===== config.mk =====
export PLATFORM = sky130hd
export DESIGN_NAME = uart_word_loader
export DESIGN_NICKNAME = d
export VERILOG_FILES = /design/src/rtl/uart_word_loader_pkg.sv /design/src/rtl/uart_word_loader_rx.sv /design/src/rtl/uart_word_loader.sv
export SDC_FILE = /design/constraint.sdc
export NUM_CORES = 1
export LEC_CHECK = 0
export BUFFER_PORTS_ARGS = -buffer_cell sky130_fd_sc_hd__buf_2
export CAP_MARGIN = 10
export CORE_MARGIN = 1.5
export CORE_UTILIZATION = 25
export CTS_CLUSTER_DIAMETER = 150
export CTS_CLUSTER_SIZE = 24
export DETAILED_ROUTE_END_ITERATION = 7
export PLACE_DENSITY_LB_ADDON = 0.3
export SETUP_SLACK_MARGIN = 0.05
export SYNTH_ARGS = -nofsm -noshare
export SYNTH_HDL_FRONTEND = slang
export SYNTH_HIERARCHICAL = 1
export SYNTH_SLANG_ARGS = --single-unit
export TNS_END_PERCENT = 20

===== constraint.sdc =====
create_clock -name clk -period 3.77 [get_ports clk]
set_input_delay 0.1885 -clock clk [delete_from_list [all_inputs] [get_ports clk]]
set_output_delay 0.1885 -clock clk [all_outputs]
set_load 0.005 [all_outputs]

===== src/rtl/uart_word_loader_pkg.sv =====
`default_nettype none
// +--------------------------------------------------------------------------+
// | uart_word_loader_pkg                                                     |
// | Shared UART line defaults, frame geometry and FSM state encodings.       |
// | Revision: 1.0                                                            |
// +--------------------------------------------------------------------------+
package uart_word_loader_pkg;

    localparam int CLK_FREQ       = 50_000_000;
    localparam int BAUD           = 115_200;
    localparam int WORD_BYTES     = 5;
    localparam int DATA_W         = 40;
    localparam int NUM_WORDS      = 540;
    localparam int ADDR_W         = 10;
    localparam int TIMEOUT_CYCLES = 100_000;

    typedef enum logic [1:0] {
        ST_IDLE = 2'd0,
        ST_LOAD = 2'd1,
        ST_DONE = 2'd2
    } load_state_e;

    typedef enum logic [1:0] {
        RX_IDLE  = 2'd0,
        RX_START = 2'd1,
        RX_DATA  = 2'd2,
        RX_STOP  = 2'd3
    } rx_state_e;

    function automatic int clks_per_bit(input int clk_freq, input int baud);
        return clk_freq / baud;
    endfunction

endpackage
`default_nettype wire


===== src/rtl/uart_word_loader_rx.sv =====
`default_nettype none
// +--------------------------------------------------------------------------+
// | uart_rx_byte                                                             |
// | 8N1 oversampling byte receiver with 2-flop input synchroniser.           |
// | Revision: 1.0                                                            |
// +--------------------------------------------------------------------------+
module uart_rx_byte #(
    parameter int CLKS_PER_BIT = 434
) (
    input  logic       clk,
    input  logic       areset,
    input  logic       rx,
    output logic [7:0] data,
    output logic       byte_valid,
    output logic       frame_err
);
    import uart_word_loader_pkg::*;

    localparam int CNT_W = (CLKS_PER_BIT > 2) ? $clog2(CLKS_PER_BIT) : 1;
    localparam logic [CNT_W-1:0] FULL_M1 = CNT_W'(CLKS_PER_BIT - 1);
    localparam logic [CNT_W-1:0] HALF_M1 = CNT_W'(CLKS_PER_BIT / 2 - 1);

    rx_state_e        state_q, state_d;
    logic [CNT_W-1:0] cnt_q, cnt_d;
    logic [2:0]       bit_q, bit_d;
    logic [7:0]       shift_q, shift_d;
    logic             valid_q, valid_d;
    logic             ferr_q, ferr_d;
    logic             sync1_q, sync2_q, prev_q;

    always_ff @(posedge clk or posedge areset) begin
        if (areset) begin
            sync1_q <= 1'b1;
            sync2_q <= 1'b1;
            prev_q  <= 1'b1;
            state_q <= RX_IDLE;
            cnt_q   <= '0;
            bit_q   <= '0;
            shift_q <= '0;
            valid_q <= 1'b0;
            ferr_q  <= 1'b0;
        end else begin
            sync1_q <= rx;
            sync2_q <= sync1_q;
            prev_q  <= sync2_q;
            state_q <= state_d;
            cnt_q   <= cnt_d;
            bit_q   <= bit_d;
            shift_q <= shift_d;
            valid_q <= valid_d;
            ferr_q  <= ferr_d;
        end
    end

    always_comb begin
        state_d = state_q;
        cnt_d   = cnt_q;
        bit_d   = bit_q;
        shift_d = shift_q;
        valid_d = 1'b0;
        ferr_d  = 1'b0;
        case (state_q)
            RX_IDLE: begin
                cnt_d = '0;
                if (prev_q && !sync2_q) state_d = RX_START;
            end
            RX_START: begin
                // A start bit that is high again at its midpoint was a glitch
                if (cnt_q == HALF_M1) begin
                    cnt_d   = '0;
                    bit_d   = '0;
                    state_d = sync2_q ? RX_IDLE : RX_DATA;
                end else begin
                    cnt_d = cnt_q + 1'b1;
                end
            end
            RX_DATA: begin
                if (cnt_q == FULL_M1) begin
                    cnt_d   = '0;
                    shift_d = {sync2_q, shift_q[7:1]};
                    if (bit_q == 3'd7) state_d = RX_STOP;
                    else               bit_d   = bit_q + 1'b1;
                end else begin
                    cnt_d = cnt_q + 1'b1;
                end
            end
            RX_STOP: begin
                if (cnt_q == FULL_M1) begin
                    cnt_d   = '0;
                    state_d = RX_IDLE;
                    valid_d = sync2_q;
                    ferr_d  = !sync2_q;
                end else begin
                    cnt_d = cnt_q + 1'b1;
                end
            end
            default: state_d = RX_IDLE;
        endcase
    end

    assign data       = shift_q;
    assign byte_valid = valid_q;
    assign frame_err  = ferr_q;

endmodule
`default_nettype wire


===== src/rtl/uart_word_loader.sv =====
`default_nettype none
// +--------------------------------------------------------------------------+
// | uart_word_loader                                                         |
// | Assembles LSB-first UART bytes into words and writes a frame to RAM.     |
// | Revision: 1.0                                                            |
// +--------------------------------------------------------------------------+
module uart_word_loader #(
    parameter int CLK_FREQ       = uart_word_loader_pkg::CLK_FREQ,
    parameter int BAUD           = uart_word_loader_pkg::BAUD,
    parameter int WORD_BYTES     = uart_word_loader_pkg::WORD_BYTES,
    parameter int DATA_W         = uart_word_loader_pkg::DATA_W,
    parameter int NUM_WORDS      = uart_word_loader_pkg::NUM_WORDS,
    parameter int ADDR_W         = uart_word_loader_pkg::ADDR_W,
    parameter int TIMEOUT_CYCLES = uart_word_loader_pkg::TIMEOUT_CYCLES
) (
    input  logic              clk,
    input  logic              areset,
    input  logic              rx,
    input  logic              start,
    output logic [ADDR_W-1:0] ram_address,
    output logic [DATA_W-1:0] ram_data,
    output logic              ram_wren,
    output logic              busy,
    output logic              done,
    output logic              frame_err,
    output logic              timeout
);
    import uart_word_loader_pkg::*;

    localparam int IDX_W = (WORD_BYTES > 1) ? $clog2(WORD_BYTES) : 1;
    localparam int TO_W  = $clog2(TIMEOUT_CYCLES + 1);
    localparam logic [IDX_W-1:0]  LAST_IDX  = IDX_W'(WORD_BYTES - 1);
    localparam logic [ADDR_W-1:0] LAST_ADDR = ADDR_W'(NUM_WORDS - 1);
    localparam logic [TO_W-1:0]   TO_M1     = TO_W'(TIMEOUT_CYCLES - 1);

    logic [7:0] rx_data;
    logic       rx_valid;
    logic       rx_ferr;

    uart_rx_byte #(
        .CLKS_PER_BIT (clks_per_bit(CLK_FREQ, BAUD))
    ) u_rx (
        .clk        (clk),
        .areset     (areset),
        .rx         (rx),
        .data       (rx_data),
        .byte_valid (rx_valid),
        .frame_err  (rx_ferr)
    );

    load_state_e       state_q, state_d;
    logic [IDX_W-1:0]  idx_q, idx_d;
    logic [DATA_W-1:0] word_q, word_d;
    logic [ADDR_W-1:0] addr_q, addr_d;
    logic [TO_W-1:0]   tcnt_q, tcnt_d;
    logic [ADDR_W-1:0] ram_address_q, ram_address_d;
    logic [DATA_W-1:0] ram_data_q, ram_data_d;
    logic              ram_wren_q, ram_wren_d;
    logic              done_q, done_d;
    logic              timeout_q, timeout_d;

    always_ff @(posedge clk or posedge areset) begin
        if (areset) begin
            state_q       <= ST_IDLE;
            idx_q         <= '0;
            word_q        <= '0;
            addr_q        <= '0;
            tcnt_q        <= '0;
            ram_address_q <= '0;
            ram_data_q    <= '0;
            ram_wren_q    <= 1'b0;
            done_q        <= 1'b0;
            timeout_q     <= 1'b0;
        end else begin
            state_q       <= state_d;
            idx_q         <= idx_d;
            word_q        <= word_d;
            addr_q        <= addr_d;
            tcnt_q        <= tcnt_d;
            ram_address_q <= ram_address_d;
            ram_data_q    <= ram_data_d;
            ram_wren_q    <= ram_wren_d;
            done_q        <= done_d;
            timeout_q     <= timeout_d;
        end
    end

    always_comb begin
        state_d       = state_q;
        idx_d         = idx_q;
        word_d        = word_q;
        addr_d        = addr_q;
        tcnt_d        = tcnt_q;
        ram_address_d = ram_address_q;
        ram_data_d    = ram_data_q;
        ram_wren_d    = 1'b0;
        done_d        = done_q;
        timeout_d     = 1'b0;
        case (state_q)
            ST_IDLE, ST_DONE: begin
                if (start) begin
                    state_d = ST_LOAD;
                    addr_d  = '0;
                    idx_d   = '0;
                    tcnt_d  = '0;
                    done_d  = 1'b0;
                end
            end
            ST_LOAD: begin
                // Address advances the cycle after a write; the final word ends the frame
                if (ram_wren_q) begin
                    if (ram_address_q == LAST_ADDR) begin
                        state_d = ST_DONE;
                        done_d  = 1'b1;
                    end else begin
                        addr_d = addr_q + 1'b1;
                    end
                end
                if (rx_valid) begin
                    tcnt_d                = '0;
                    word_d[8*idx_q +: 8]  = rx_data;
                    if (idx_q == LAST_IDX) begin
                        idx_d         = '0;
                        ram_wren_d    = 1'b1;
                        ram_data_d    = word_d;
                        ram_address_d = addr_q;
                    end else begin
                        idx_d = idx_q + 1'b1;
                    end
                end else if (rx_ferr) begin
                    idx_d  = '0;
                    tcnt_d = '0;
                end else if (idx_q != '0) begin
                    if (tcnt_q == TO_M1) begin
                        idx_d     = '0;
                        tcnt_d    = '0;
                        timeout_d = 1'b1;
                    end else begin
                        tcnt_d = tcnt_q + 1'b1;
                    end
                end
            end
            default: state_d = ST_IDLE;
        endcase
    end

    assign ram_address = ram_address_q;
    assign ram_data    = ram_data_q;
    assign ram_wren    = ram_wren_q;
    assign busy        = (state_q == ST_LOAD);
    assign done        = done_q;
    assign frame_err   = rx_ferr;
    assign timeout     = timeout_q;

endmodule
`default_nettype wire

==> run_results.csv, run 1 <==
group,metric,value,unit
route,drt_iter0_drc,432,
clock_tree,cts_sinks,152,
die,die_w,171,microns
sta,fin_crit,2.74,ns
status,status,"finished, violations left",
global_routing,grt_pass1_wl,26000,microns
clock_tree,insertion_delay,0.42,ns
route,routed_wl,15700,microns
sta,hold_slack,-0.0155,ns
synth,synth_xor_area_frac,0.0124,
synth,synth_cell_types,56,
global_routing,antenna_found_initial,0,
global_routing,grt_use_total,0.114,
clock_tree,root_buffer,"clkbuf_16",
worst_setup_path,cp.arrival,3.04,ns
route,final_antenna_net_count,0,
status,violations,"negative hold slack",
synth,synthMuxAreaShare,0.119,
synth,ys.flop_type,"dfrtp_1",
route,dr.pass1.iters,4,
synth,async_flop_share,1.00,
power_and_ir_drop,p_leak,3.98,nW
synth,avgSynthCellArea,10.8,sq um
die,core,27900,sq um
sta,fmax,365,MHz
sta,timing.final.max_slew_violations,0,
worst_setup_path,critical_path_required,4.07,ns
place,numPortBuffers,58,
place,dpl_cell_area,7800,sq um
die,die_area,29400,sq um
worst_setup_path,crit_buf_inv,1,
place,gp_congestion,0.770,
worst_setup_path,cp-end-kind,"register",
power_and_ir_drop,ir_worst_vdd,352,uV
final_layout,layout.cells.non_filler,1103,
final_layout,syn_to_final_growth,18.0,%
die,fp-row-count,61,
sta,setup_viol,0,
synth,ys_warn_count,6,
synth,synth_edf_count,0,
sta,tightestPinTransition,1.05,ns
route,wl_per_cell,14.2,microns
synth,synth_seq_cells,152,
sta,finalClockSkew,0.00824,ns
worst_setup_path,crit_path_start_kind,"register",
run,maxCapViolCount,0,
place,placed_cells,1070,
clock_tree,htreeDepth,4,
synth,synth_top_family_by_area,"simple AND/OR/NAND/NOR gates",
worst_setup_path,path_max_fanout,11,
final_layout,stdcell_area,8370,sq um
worst_setup_path,cp_top_family,"adder cells",
worst_setup_path,path_class,"reg2reg",
clock_tree,clk_pin_slew,0.06,ns
final_layout,drive_above_1_share,0.215,
final_layout,layout_common_cells,"dfrtp_1, nand2_1, o21ai_0, buf_2, nor2_1",
clock_tree,cts_buffers,17,
clock_tree,cts_tree,"built",
place,hpwl,10800,microns
final_layout,finalNetCount,731,
sta,tns,0,ns
power_and_ir_drop,p_int,2.78,mW
synth,syn_nets,676,
synth,synth-compound-area-share,0.112,
worst_setup_path,slowest_stage,"dfrtp_1",
worst_setup_path,crit_chain,"inv_1 > ha_1 > ha_1 > o31a_1 > nand2_2 > nor2_2 > mux2_2",
clock_tree,clock_path_buffers,2,
power_and_ir_drop,p_seq_frac,0.475,
route,num_vias,4922,
sta,hold_violations,17,
route,avgViaCountPerCell,4.46,
route,drc,0,
sta,post-route-period-util,0.727,
die,die_h,171,microns
sta,relSlewSlack,0.296,
worst_setup_path,cpPeakStageDelay,0.57,ns
synth,synthAdderAreaFrac,0.0265,
power_and_ir_drop,power.density,452,nW/um^2
synth,mappedNetlistArea,7090,sq um
global_routing,overflow,0,
power_and_ir_drop,p_switching,1.00,mW
power_and_ir_drop,pwr-share-clk,0.424,
worst_setup_path,cp_common_cell,"ha_1",
die,start_util,0.255,
synth,yosys.area_share.simple,0.161,
global_routing,grt_pass1_vias,4764,
synth,synthCells,657,
synth,ys_seq_area_frac,0.537,
worst_setup_path,reg2reg_slack,1.03,ns
sta,rsz0062_at_grt,"no",
min_path,min_path_type,"in2async",
power_and_ir_drop,power.share.switching,0.265,
global_routing,grt_max_degree,73,
die,ios,59,
power_and_ir_drop,comb_power_share,0.101,
final_layout,antenna_cells,0,
final_layout,layout_commonest_cell,"dfrtp_1",
==> power by group through the flow <==
stage	combinational, mW	sequential (mW)	clock, mW
2_1_floorplan	0.305	1.79	0
3_3_place_gp	0.384	1.82	0
3_5_place_dp	0.387	1.83	0
4_1_cts	0.390	1.80	1.66
5_1_grt	0.435	1.81	1.74
6_report	0.382	1.80	1.60
==> synth_stat cells, types with 4 or more instances <==
library cell	instances	area, sq um
mux2i_1	35	350
o21ai_0	74	370
mux2_2	33	372
nor3_1	11	55.1
a31o_2	5	43.8
nor2b_1	5	31.3
o31ai_1	8	60.1
o41ai_1	8	70.1
a21oi_1	29	145
or3_1	7	43.8
nand2_1	76	285
mux2_4	8	120
nand3_1	11	55.1
nand4_1	10	62.6
xnor2_1	7	61.3
inv_1	24	90.1
nand3b_1	4	30.0
and3_1	7	43.8
dfrtp_1	149	3730
clkbuf_1	16	60.1
nand4bb_1	4	45.0
nand2b_1	12	75.1
ha_1	15	188
buf_2	7	35.0
or4_1	7	52.6
nor2_1	36	135
==> per-layer routing <==
metal | vias to the layer above | GRT usage | wire length, microns
li1 | 2447 | - | -
met3 | 8 | 0.0361 | 669
met4 | 0 | 0.0305 | 118
met2 | 61 | 0.174 | 7030
met1 | 2406 | 0.155 | 7830
met5 | - | 0 | 0
==> path summary, 6_finish.rpt <==
kind | startpoint | to | depth (start not counted)
hold / removal | areset | timeout | 2
setup / recovery | idx_q[0] | word_q[28] | 7
min in group clk | start | state_q[1] | 4
hold reg to reg | u_rx/sync1_q | u_rx/sync2_q | 0
max in group asynchronous | areset | ram_data[29] | 3
setup reg to reg | idx_q[0] | word_q[28] | 7
==> cell families (layout without fill, tap and decap cells) <==
group                      count (synthesis)  in the layout
buffers and inverters                     53            121
xor gates and xnor gates                  10             10
and+or+nand+nor                          215            215
AOI/OAI and AO/OA                        136            136
adders and majority gates                 15             15
muxes                                     76             76
DFF                                      152            152
==> per-stage QoR <==
step	power, mW	util	setup WS (ns)	hold slack (ns)
2_1_floorplan	2.10	-	0.254	0.193
3_3_place_gp	2.21	0.280	1.11	0.304
3_5_place_dp	2.21	0.280	1.05	0.304
4_1_cts	3.85	0.300	1.02	0.0285
5_1_grt	3.98	0.300	0.783	0.0531
6_report	3.78	0.300	1.03	-0.0155
==> flip-flops by register name, summed over array words and instances (netlist names), 3 cells and up, named ones only <==
name         count
ram_data        40
word_q          40
tcnt_q          17
addr_q          10
ram_address     10
u_rx/cnt_q       9
u_rx/data        8
idx_q            3
u_rx/bit_q       3
==> repair_timing <==
item / 4_1_cts / 5_1_grt
resized for setup: 0 / 0
hold buffers: 1 / 0
endpoints found under the hold margin: 1 / 0
setup buffers: 0 / 0
==> layout make-up <==
| cell class | count | area (sq um) |
|---|---|---|
| fillers | 2885 | 19500 |
| flip-flops and latches | 152 | 3810 |
| multi-input cells | 452 | 3080 |
| well taps | 378 | 473 |
| clock buffers | 21 | 450 |
| repair buffers | 65 | 358 |
| clock inverters | 11 | 103 |
| inverters | 24 | 92.6 |
==> worst register-to-register path, cell delays in order, from the launching register on <==
cell	delay (ns)
dfrtp_1	0.57
inv_1	0.16
ha_1	0.27
ha_1	0.40
o31a_1	0.23
nand2_2	0.21
nor2_2	0.38
mux2_2	0.39
Power figures use the tool's default switching activity.
==> run 2: changes to the inputs <==
Settings changed: ABC_AREA set to 1.
Clock period 3.77 ns to 2.5 ns, I/O delays scaled along.
==> run_results.csv, run 2 <==
group,metric,value,unit
worst_setup_path,crit_chain,"inv_1 > ha_1 > ha_1 > nand2_1 > nor2_4 > nand3_1 > o21ai_0 > nand2_1 > o21ai_0",
route,drt_iter0_drc,274,
final_layout,fillers,3173,
synth,synthCells,946,
worst_setup_path,crit_path_start_kind,"register",
final_layout,regArea,3810,sq um
route,wl_per_cell,13.0,microns
global_routing,grt_use_total,0.124,
worst_setup_path,cp.arrival,2.53,ns
clock_tree,root_buffer,"clkbuf_16",
synth,ys_seq_area_frac,0.502,
sta,timing.final.max_slew_violations,0,
worst_setup_path,cp-end-kind,"register",
sta,tightestPinTransition,0.669,ns
sta,rsz0062_at_grt,"no",
die,die_w,177,microns
die,core,29700,sq um
synth,syn_nets,965,
worst_setup_path,reg2reg_slack,0.32,ns
route,dr.pass1.iters,5,
sta,fmax,458,MHz
route,avgViaCountPerCell,4.31,
synth,mappedNetlistArea,7580,sq um
global_routing,overflow,0,
worst_setup_path,critical_path_required,2.84,ns
final_layout,stdcell_area,8900,sq um
place,numPortBuffers,58,
die,ios,59,
final_layout,finalNetCount,1023,
clock_tree,htreeDepth,4,
global_routing,grt_max_degree,58,
run,maxCapViolCount,0,
worst_setup_path,cpPeakStageDelay,0.41,ns
synth,synth_top_area_frac,0.492,
worst_setup_path,slowest_stage,"dfrtp_1",
route,drc,0,
sta,hold_violations,0,
power_and_ir_drop,power.density,719,nW/um^2
die,fp-row-count,63,
place,preCtsSetupSlack,0.269,ns
worst_setup_path,crit_buf_inv,1,
synth,synthTopCellsByCount,"nand2_1, dfrtp_1, inv_1",
clock_tree,cts_buffers,17,
synth,synth_seq_cells,152,
sta,fin_ws,0.319,ns
global_routing,grt_pass1_wl,30300,microns
min_path,worstHoldPathCells,4,
worst_setup_path,r2r-start,"idx_q[1]",
die,die_h,177,microns
synth,yosys.area.top_type,"dfrtp_1",
synth,synth_edf_count,0,
status,status,"completed",
min_path,min_path_type,"in2reg",
global_routing,grt_pass1_vias,5761,
worst_setup_path,cp_top_family,"simple AND/OR/NAND/NOR gates",
min_path,min_from,"start",
synth,synth_most_common_cell,"nand2_1",
sta,setup_viol,0,
die,die_area,31400,sq um
synth,async_flop_share,1.00,
synth,synth_cell_types,38,
clock_tree,clock_path_buffers,2,
clock_tree,clk_pin_slew,0.06,ns
worst_setup_path,path_max_fanout,16,
min_path,min_to,"done",
synth,synth_area_leaders,"dfrtp_1, nand2_1, nand3_1",
synth,ys.flop_type,"dfrtp_1",
final_layout,fin_util,0.300,
clock_tree,cts_tree,"built",
sta,fin_crit,2.18,ns
final_layout,layout_common_cells,"nand2_1, dfrtp_1, inv_1, nand3_1, o21ai_0",
route,final_antenna_net_count,0,
final_layout,layout_commonest_cell,"nand2_1",
place,hpwl,12900,microns
final_layout,drive_above_1_share,0.164,
synth,avgSynthCellArea,8.02,sq um
final_layout,antenna_cells,0,
place,dpl_cell_area,8280,sq um
global_routing,antenna_found_initial,0,
sta,relSlewSlack,0.553,
worst_setup_path,rr_endpoint,"word_q[14]",
route,routed_wl,18300,microns
clock_tree,insertion_delay,0.44,ns
sta,post-route-period-util,0.873,
worst_setup_path,ff2ff_path_depth,9,
power_and_ir_drop,finalPower,6.40,mW
route,num_vias,6067,
power_and_ir_drop,ir_worst_vdd,422,uV
power_and_ir_drop,p_leak,4.35,nW
sta,tns,0,ns
die,start_util,0.255,
worst_setup_path,path_class,"reg2reg",
place,gp_congestion,0.849,
final_layout,syn_to_final_growth,17.4,%
clock_tree,cts_sinks,152,
synth,ys_warn_count,6,
final_layout,multi_input_area,3190,sq um
sta,finalClockSkew,0.0127,ns
clock_tree,postCtsSetupBuffers,0,
==> run 2: cell types whose count changed after synthesis, moves of 12 or more <==
cell	change
a21oi_1	-16
clkbuf_1	-12
inv_1	+59
inv_2	+13
mux2_2	-33
mux2i_1	-35
nand2_1	+239
nand2b_1	-12
nand3_1	+57
nor2_1	+30
o21ai_1	+25
==> run 2: worst max-delay path by stage <==
stage	end	slack [ns]	depth (start not counted)	start
after floorplan	ram_data[33]	0.22	13	idx_q[0]
after global placement	tcnt_q[8]	0.32	9	idx_q[0]
after detailed placement	tcnt_q[2]	0.27	9	idx_q[1]
after CTS	tcnt_q[2]	0.25	9	idx_q[1]
after global routing	word_q[26]	0.15	10	idx_q[0]
final	word_q[14]	0.32	9	idx_q[1]
==> run 2: cells by family (layout without fill, tap and decap cells) <==
group,count (synthesis),in the layout,synth area share
AO/OA/AOI/OAI,133,133,0.0972
XOR/XNOR,12,12,0.0139
adder cells (fa/ha/maj),15,15,0.0247
buffers and inverters,132,203,0.0784
flip-flops,152,152,0.502
AND/OR/NAND/NOR,502,502,0.284
==> run 2: metrics by stage <==
step | std cells | hold WS [ns]
detailed placement | 1373 | 0.233
floorplan | 946 | 0.129
finish | 1407 | 0.0233
CTS | 1407 | 0.0194
global placement | 1373 | 0.232
global route | 1407 | 0.0539
==> run 2: routing by layer <==
layer	vias to the layer above	GRT usage	routed length, microns	part of all wire
met5	-	0	0	0
met4	0	0.0413	259	0.014
met3	20	0.0339	884	0.048
met2	94	0.184	8140	0.44
met1	2840	0.171	9020	0.49
li1	3113	-	-	-
==> run 2: final cells by class <==
cell class              count  share of cell area
clock buffers              18              0.0493
clock inverters            14              0.0184
inverters                  98              0.0422
multi-input cells         662               0.358
flip-flops and latches    152               0.428
well taps                 390              0.0548
repair buffers             73              0.0500
==> run 2: where the power goes <==
| group | internal (mW) | switching [mW] |
|---|---|---|
| registers | 2.58 | 0.128 |
| clock network | 1.52 | 1.13 |
| logic | 0.308 | 0.733 |
==> run 2: worst reg2reg max path: cells and delay by family, from the launching register on <==
family / cells / cell delay, ns
fa+ha+maj: 2 / 0.64
flops: 1 / 0.41
compound gates: 2 / 0.23
buf+inv: 1 / 0.11
simple gates: 4 / 0.70
==> run 2: repair_timing <==
| item | 4_1_cts | 5_1_grt |
|---|---|---|
| resized for setup | 0 | 1 |
| hold endpoints to repair | 50 | 0 |
| endpoints found under the setup margin | 0 | 5 |
| hold buffers | 2 | 0 |
